[src/rtl/mul_seq_ctrl.sv]
// mul_seq_ctrl
//   Shift-and-add multiplier controller sharing an external 32-bit
//   carry-lookahead adder (cla32, instantiated by the parent). Each RUN cycle
//   presents one partial-product add on addA/addB/addCin. The {hi,lo} pair is
//   shifted right by one as the sum comes back. After WIDTH steps the full
//   2*WIDTH-bit product is left in {hi,lo}.
//
//   Build option: define SIGNED_MUL_EN for a two's-complement multiply.
//   The last step then subtracts the multiplicand when the multiplier sign
//   bit is set, and the shift-in bit becomes the true sign of the (WIDTH+1)-bit
//   sum. Ports and latency are the same in both builds.
//
// Ports
//   clk, rst      clock; synchronous active-low reset
//   start         request, sampled only while the FSM is IDLE
//   a, b          multiplicand / multiplier, captured on an accepted start
//   busy          high while the FSM is in RUN or DONE
//   done          one-cycle pulse; product is valid in that cycle
//   product       {hi,lo}; held until the next accepted start
//   addA, addB    adder operands (both zero outside RUN)
//   addCin        adder carry-in
//   addSum        adder sum (returned from cla32)
//   addCout       adder carry-out (returned from cla32)
//   stateDbg      current FSM state, for debug and checker binding
//
// Handshake: start is a level request with no ready signal. It is taken on
// the first rising edge where the FSM is IDLE; starts seen in RUN or DONE are
// dropped, not queued. done is a single-cycle strobe and has no
// acknowledgement. An accepted start at edge 0 gives done during the cycle
// after edge WIDTH+1. Holding start high gives one multiply every WIDTH+2
// cycles.
module mul_seq_ctrl #(
  parameter int WIDTH = 32,
  parameter int CNT_W = 6
) (
  input  logic               clk,
  input  logic               rst,
  input  logic               start,
  input  logic [WIDTH-1:0]   a,
  input  logic [WIDTH-1:0]   b,
  output logic               busy,
  output logic               done,
  output logic [2*WIDTH-1:0] product,
  output logic [WIDTH-1:0]   addA,
  output logic [WIDTH-1:0]   addB,
  output logic               addCin,
  input  logic [WIDTH-1:0]   addSum,
  input  logic               addCout,
  output logic [1:0]         stateDbg
);

  typedef enum logic [1:0] {
    IDLE = 2'd0,
    RUN  = 2'd1,
    DONE = 2'd2
  } state_t;

  localparam logic [CNT_W-1:0] LAST_STEP = CNT_W'(WIDTH - 1);

  state_t           state;
  logic [WIDTH-1:0] mcand;
  logic [WIDTH-1:0] hi;
  logic [WIDTH-1:0] lo;
  logic [CNT_W-1:0] count;
  logic             op;
  logic             lastStep;
  logic             top;

  // The multiplier drains out of lo[0]. Product bits shift in at the top of lo.
  assign op       = lo[0];
  assign lastStep = (count == LAST_STEP);
  assign product  = {hi, lo};
  assign stateDbg = state;

  always_comb begin
    addA   = '0;
    addB   = '0;
    addCin = 1'b0;
    if (state == RUN) begin
      addA = hi;
`ifdef SIGNED_MUL_EN
      // The multiplier sign bit has weight -2^(WIDTH-1). On the last step
      // add ~mcand + 1 (i.e. subtract mcand) instead of mcand.
      if (op) begin
        addB   = lastStep ? ~mcand : mcand;
        addCin = lastStep;
      end
`else
      addB = op ? mcand : '0;
`endif
    end
  end

`ifdef SIGNED_MUL_EN
  // Sign of the (WIDTH+1)-bit signed sum hi + addB (+cin). When op is 0,
  // addB is 0 and no carry occurs, so this reduces to hi[WIDTH-1]
  // (sign extension). The same expression therefore covers every step.
  assign top = addB[WIDTH-1] ^ hi[WIDTH-1] ^ addCout;
`else
  assign top = addCout;
`endif

  always_ff @(posedge clk) begin
    if (!rst) begin
      state <= IDLE;
      count <= '0;
      mcand <= '0;
      hi    <= '0;
      lo    <= '0;
      busy  <= 1'b0;
      done  <= 1'b0;
    end else begin
      done <= 1'b0;
      case (state)
        IDLE: begin
          if (start) begin
            state <= RUN;
            busy  <= 1'b1;
            mcand <= a;
            hi    <= '0;
            lo    <= b;
            count <= '0;
          end
        end
        RUN: begin
          {hi, lo} <= {top, addSum, lo[WIDTH-1:1]};
          count    <= count + 1'b1;
          if (lastStep) begin
            state <= DONE;
          end
        end
        DONE: begin
          // The strobe is registered, so it appears as the FSM returns to IDLE.
          // That is the cycle in which a held start can already be taken.
          state <= IDLE;
          busy  <= 1'b0;
          done  <= 1'b1;
        end
        default: begin
          state <= IDLE;
          busy  <= 1'b0;
        end
      endcase
    end
  end

endmodule
[config.mk]
export PLATFORM = sky130hd
export DESIGN_NAME = mul_seq_ctrl
export DESIGN_NICKNAME = d
export VERILOG_FILES = /design/src/rtl/mul_seq_ctrl.sv
export SDC_FILE = /design/constraint.sdc
export NUM_CORES = 1
export LEC_CHECK = 0
export ABC_AREA = 1
export BUFFER_PORTS_ARGS = -buffer_cell sky130_fd_sc_hd__buf_2
export CAP_MARGIN = 20
export CELL_PAD_IN_SITES_DETAIL_PLACEMENT = 1
export CELL_PAD_IN_SITES_GLOBAL_PLACEMENT = 2
export CORE_ASPECT_RATIO = 1.75
export CORE_MARGIN = 3
export CORE_UTILIZATION = 24
export CTS_BUF_LIST = sky130_fd_sc_hd__clkbuf_4 sky130_fd_sc_hd__clkbuf_8
export DETAILED_ROUTE_END_ITERATION = 8
export MAX_ROUTING_LAYER = met4
export PLACE_DENSITY = 0.88
export RECOVER_POWER = 100
export SYNTH_ARGS = -nofsm -noshare
export SYNTH_HDL_FRONTEND = slang
export SYNTH_SLANG_ARGS = --single-unit
[constraint.sdc]
create_clock -name clk -period 1.6 [get_ports clk]
set_clock_uncertainty 0.05 [all_clocks]
set_input_delay 0.16 -clock clk [delete_from_list [all_inputs] [get_ports clk]]
set_output_delay 0.16 -clock clk [all_outputs]
set_load 0.03 [all_outputs]
==> results.json <==
{
  "status": "finished, violations left",
  "failed_checks": "setup timing",
  "crit_fanout": 34,
  "grtUsageMet1_pct": 18.29,
  "cpMaxStageDelayCell": "dfxtp_4",
  "cts_sinks": 106,
  "crit_chain": "inv_4, nand2_8, buf_12, nor2_1, buf_4",
  "drc_errors": 0,
  "grt_first_pass_wirelength_mm": 29.10,
  "wire_per_inst_microns": 15.69,
  "die_x_microns": 111.2,
  "vdd_drop_max_uv": 549.8,
  "grt_pass1_vias": 5674,
  "clock.fmax_mhz": 580.0,
  "dr.first_iter.drc_count": 198,
  "drv_cap": 0,
  "cts_max_level": 3,
  "synth_top_area_cell": "dfxtp_1",
  "final_antenna_net_count": 0,
  "dr.pass1.iters": 4,
  "finalCriticalPeriod_ps": 1724,
  "period_share_pct": 107.8,
  "rows": 66,
  "cts_buffers": 9,
  "synth.cell_area_sq_um": 4651,
  "initial_core_util_pct": 24.70,
  "coreArea_sq_um": 18830,
  "dieHeight_microns": 190.2,
  "placed_cells": 1126,
  "ys_warn_count": 0,
  "antenna_found_initial": 2,
  "crit_required_ps": 1390,
  "worst_slack_ps": -124.0,
  "globalplace.congestion": 0.7760,
  "use_met2_pct": 32.22,
  "cp-start-kind": "register",
  "syn_inst": 690,
  "io-pin-count": 233,
  "critPathMaxStageDelay_ps": 370,
  "grt_busiest_layer": "met2",
  "p_leak_uw": 0.003437,
  "yosysSeqAreaShare_pct": 45.63,
  "powerDensity_nw_per_um2": 806.5,
  "final_layout_size_suffix_gt1_share_pct": 32.87,
  "globalRouteMet3Util_pct": 2.546,
  "arrival_ps": 1510,
  "design.die.area_sq_um": 21150,
  "ys_ff_latch": 106,
  "criticalPathCategory": "register to primary output",
  "cts_tree": "done",
  "synth.area.top_cells": "dfxtp_1 (46%), nor2_1 (14%), nand2_1 (12%)",
  "track_usage_pct": 17.52,
  "grt_remaining_overflow": 0,
  "rsz0062_at_grt": "yes",
  "port_buffers": 231,
  "routed_wl_mm": 19.43,
  "syn_avg_cell_area_sq_um": 6.740,
  "crit_path_end_kind": "primary output",
  "tns_ps": -850.5,
  "final_cell_mix": "buf_2 (158), nand2_1 (147), nor2_1 (117)",
  "final_common_cell": "buf_2",
  "num_vias": 5510,
  "synth_cell_types": 25,
  "clk_pin_slew_ps": 120,
  "clockRootBuffer": "clkbuf_8",
  "grt_max_degree": 67,
  "instances_no_fill": 1238,
  "syn2layout_area_growth_pct": 68.12,
  "synth_fp_nets": 791,
  "hp-class": "primary input to register",
  "vias_per_cell": 4.451,
  "nets": 1094,
  "whs_ps": 16.14,
  "dpl.hpwl_mm": 12.14,
  "setup_viol": 30,
  "hold_violations": 0,
  "synth_top_area_share_pct": 45.63,
  "slew_viol_final": 0,
  "clock_latency_ps": 380,
  "fillers": 2365,
  "clk_path_buf_depth": 2
}
repair_timing:
item,CTS,global route
pin swaps,0,0
buffers inserted,8,1
endpoints found under the setup margin,64,63
hold endpoints to repair,80,0
gates cloned,4,1
hold buffers,80,0
gates resized for setup,63,123
critical path: cells and delay by family (launching register included):
kind | cells | cell delay [ps]
DFF | 1 | 370
buffers and inverters | 3 | 450
and+or+nand+nor | 2 | 270
cells by family after synthesis:
family | count (synthesis) | share of synthesized area (%)
flip-flops | 106 | 45.63
AO/OA/AOI/OAI | 103 | 11.16
AND/OR/NAND/NOR | 358 | 31.96
adder cells (fa/ha/maj) | 1 | 0.2690
buffers and inverters | 121 | 10.90
other | 1 | 0.08063
final timing paths:
check	start	slack (ps)	depth (start not counted)	end
worst max-delay path	stateDbg[1]$_SDFFE_PN0P_	-120	5	addB[26]
worst max register to register	stateDbg[0]$_SDFFE_PN0P_	130	6	lo[20]$_SDFFE_PN0P_
worst min register to register	hi[30]$_SDFFE_PN0P_	440	2	hi[30]$_SDFFE_PN0P_
worst min-delay path	b[18]	20	3	lo[18]$_SDFFE_PN0P_
routing by layer:
layer  wire length, microns  share of wire [%]
met1                   7272                 37
met4                    873                4.5
met3                    596                3.1
met5                      0                  0
met2                  10690                 55
stage by stage:
| stage | cell area, sq um | util [%] | total power [uW] | setup WS (ps) |
|---|---|---|---|---|
| after detailed placement | 6115 | 32.48 | 4245 | 174.0 |
| after CTS | 7471 | 39.68 | 6328 | -67.85 |
| after floorplan | 4676 | - | 3766 | -96.30 |
| after global placement | 6115 | 32.48 | 4221 | 226.7 |
| after global routing | 7819 | 41.53 | 6641 | -189.0 |
| final | 7819 | 41.53 | 6306 | -124.0 |
where the power goes:
part | internal, uW | leakage (uW) | total (uW) | switching (uW)
logic | 646 | 0.00245 | 1570 | 920
registers | 2820 | 0.000877 | 2950 | 128
clock network | 767 | 0.000107 | 1790 | 1030
total | 4230 | 0.00344 | 6310 | 2080
registers in the layout (all words and copies together) (netlist names):
register and count:
mcand 32, busy 1, hi 32, count 6
lo 32, done 1, stateDbg 2
area by class of cell:
class | instances | area (sq um) | area share [%]
multi-input combinational | 463 | 2258 | 28.88
inverter | 75 | 284.0 | 3.633
clock inverter | 6 | 72.57 | 0.9281
sequential | 106 | 2133 | 27.28
tap | 238 | 297.8 | 3.809
timing repair buffer | 338 | 2636 | 33.72
clock buffer | 10 | 131.4 | 1.680
antenna | 2 | 5.005 | 0.06401
synth_stat cells:
library cell and count:
a21oi_1 36, buf_1 3, buf_2 14, buf_4 7, buf_6 1, clkbuf_1 20
clkbuf_2 1, conb_1 1, dfxtp_1 106, ha_1 1, inv_1 72, inv_2 3
nand2_1 147, nand2_2 1, nand3_1 2, nand3_2 1, nand4_1 2, nor2_1 169
nor2_2 1, nor3_1 2, nor3b_1 31, nor4_1 1, o21ai_0 66, o21ai_2 1
or2_2 1
(Power assumes the default switching activity.)
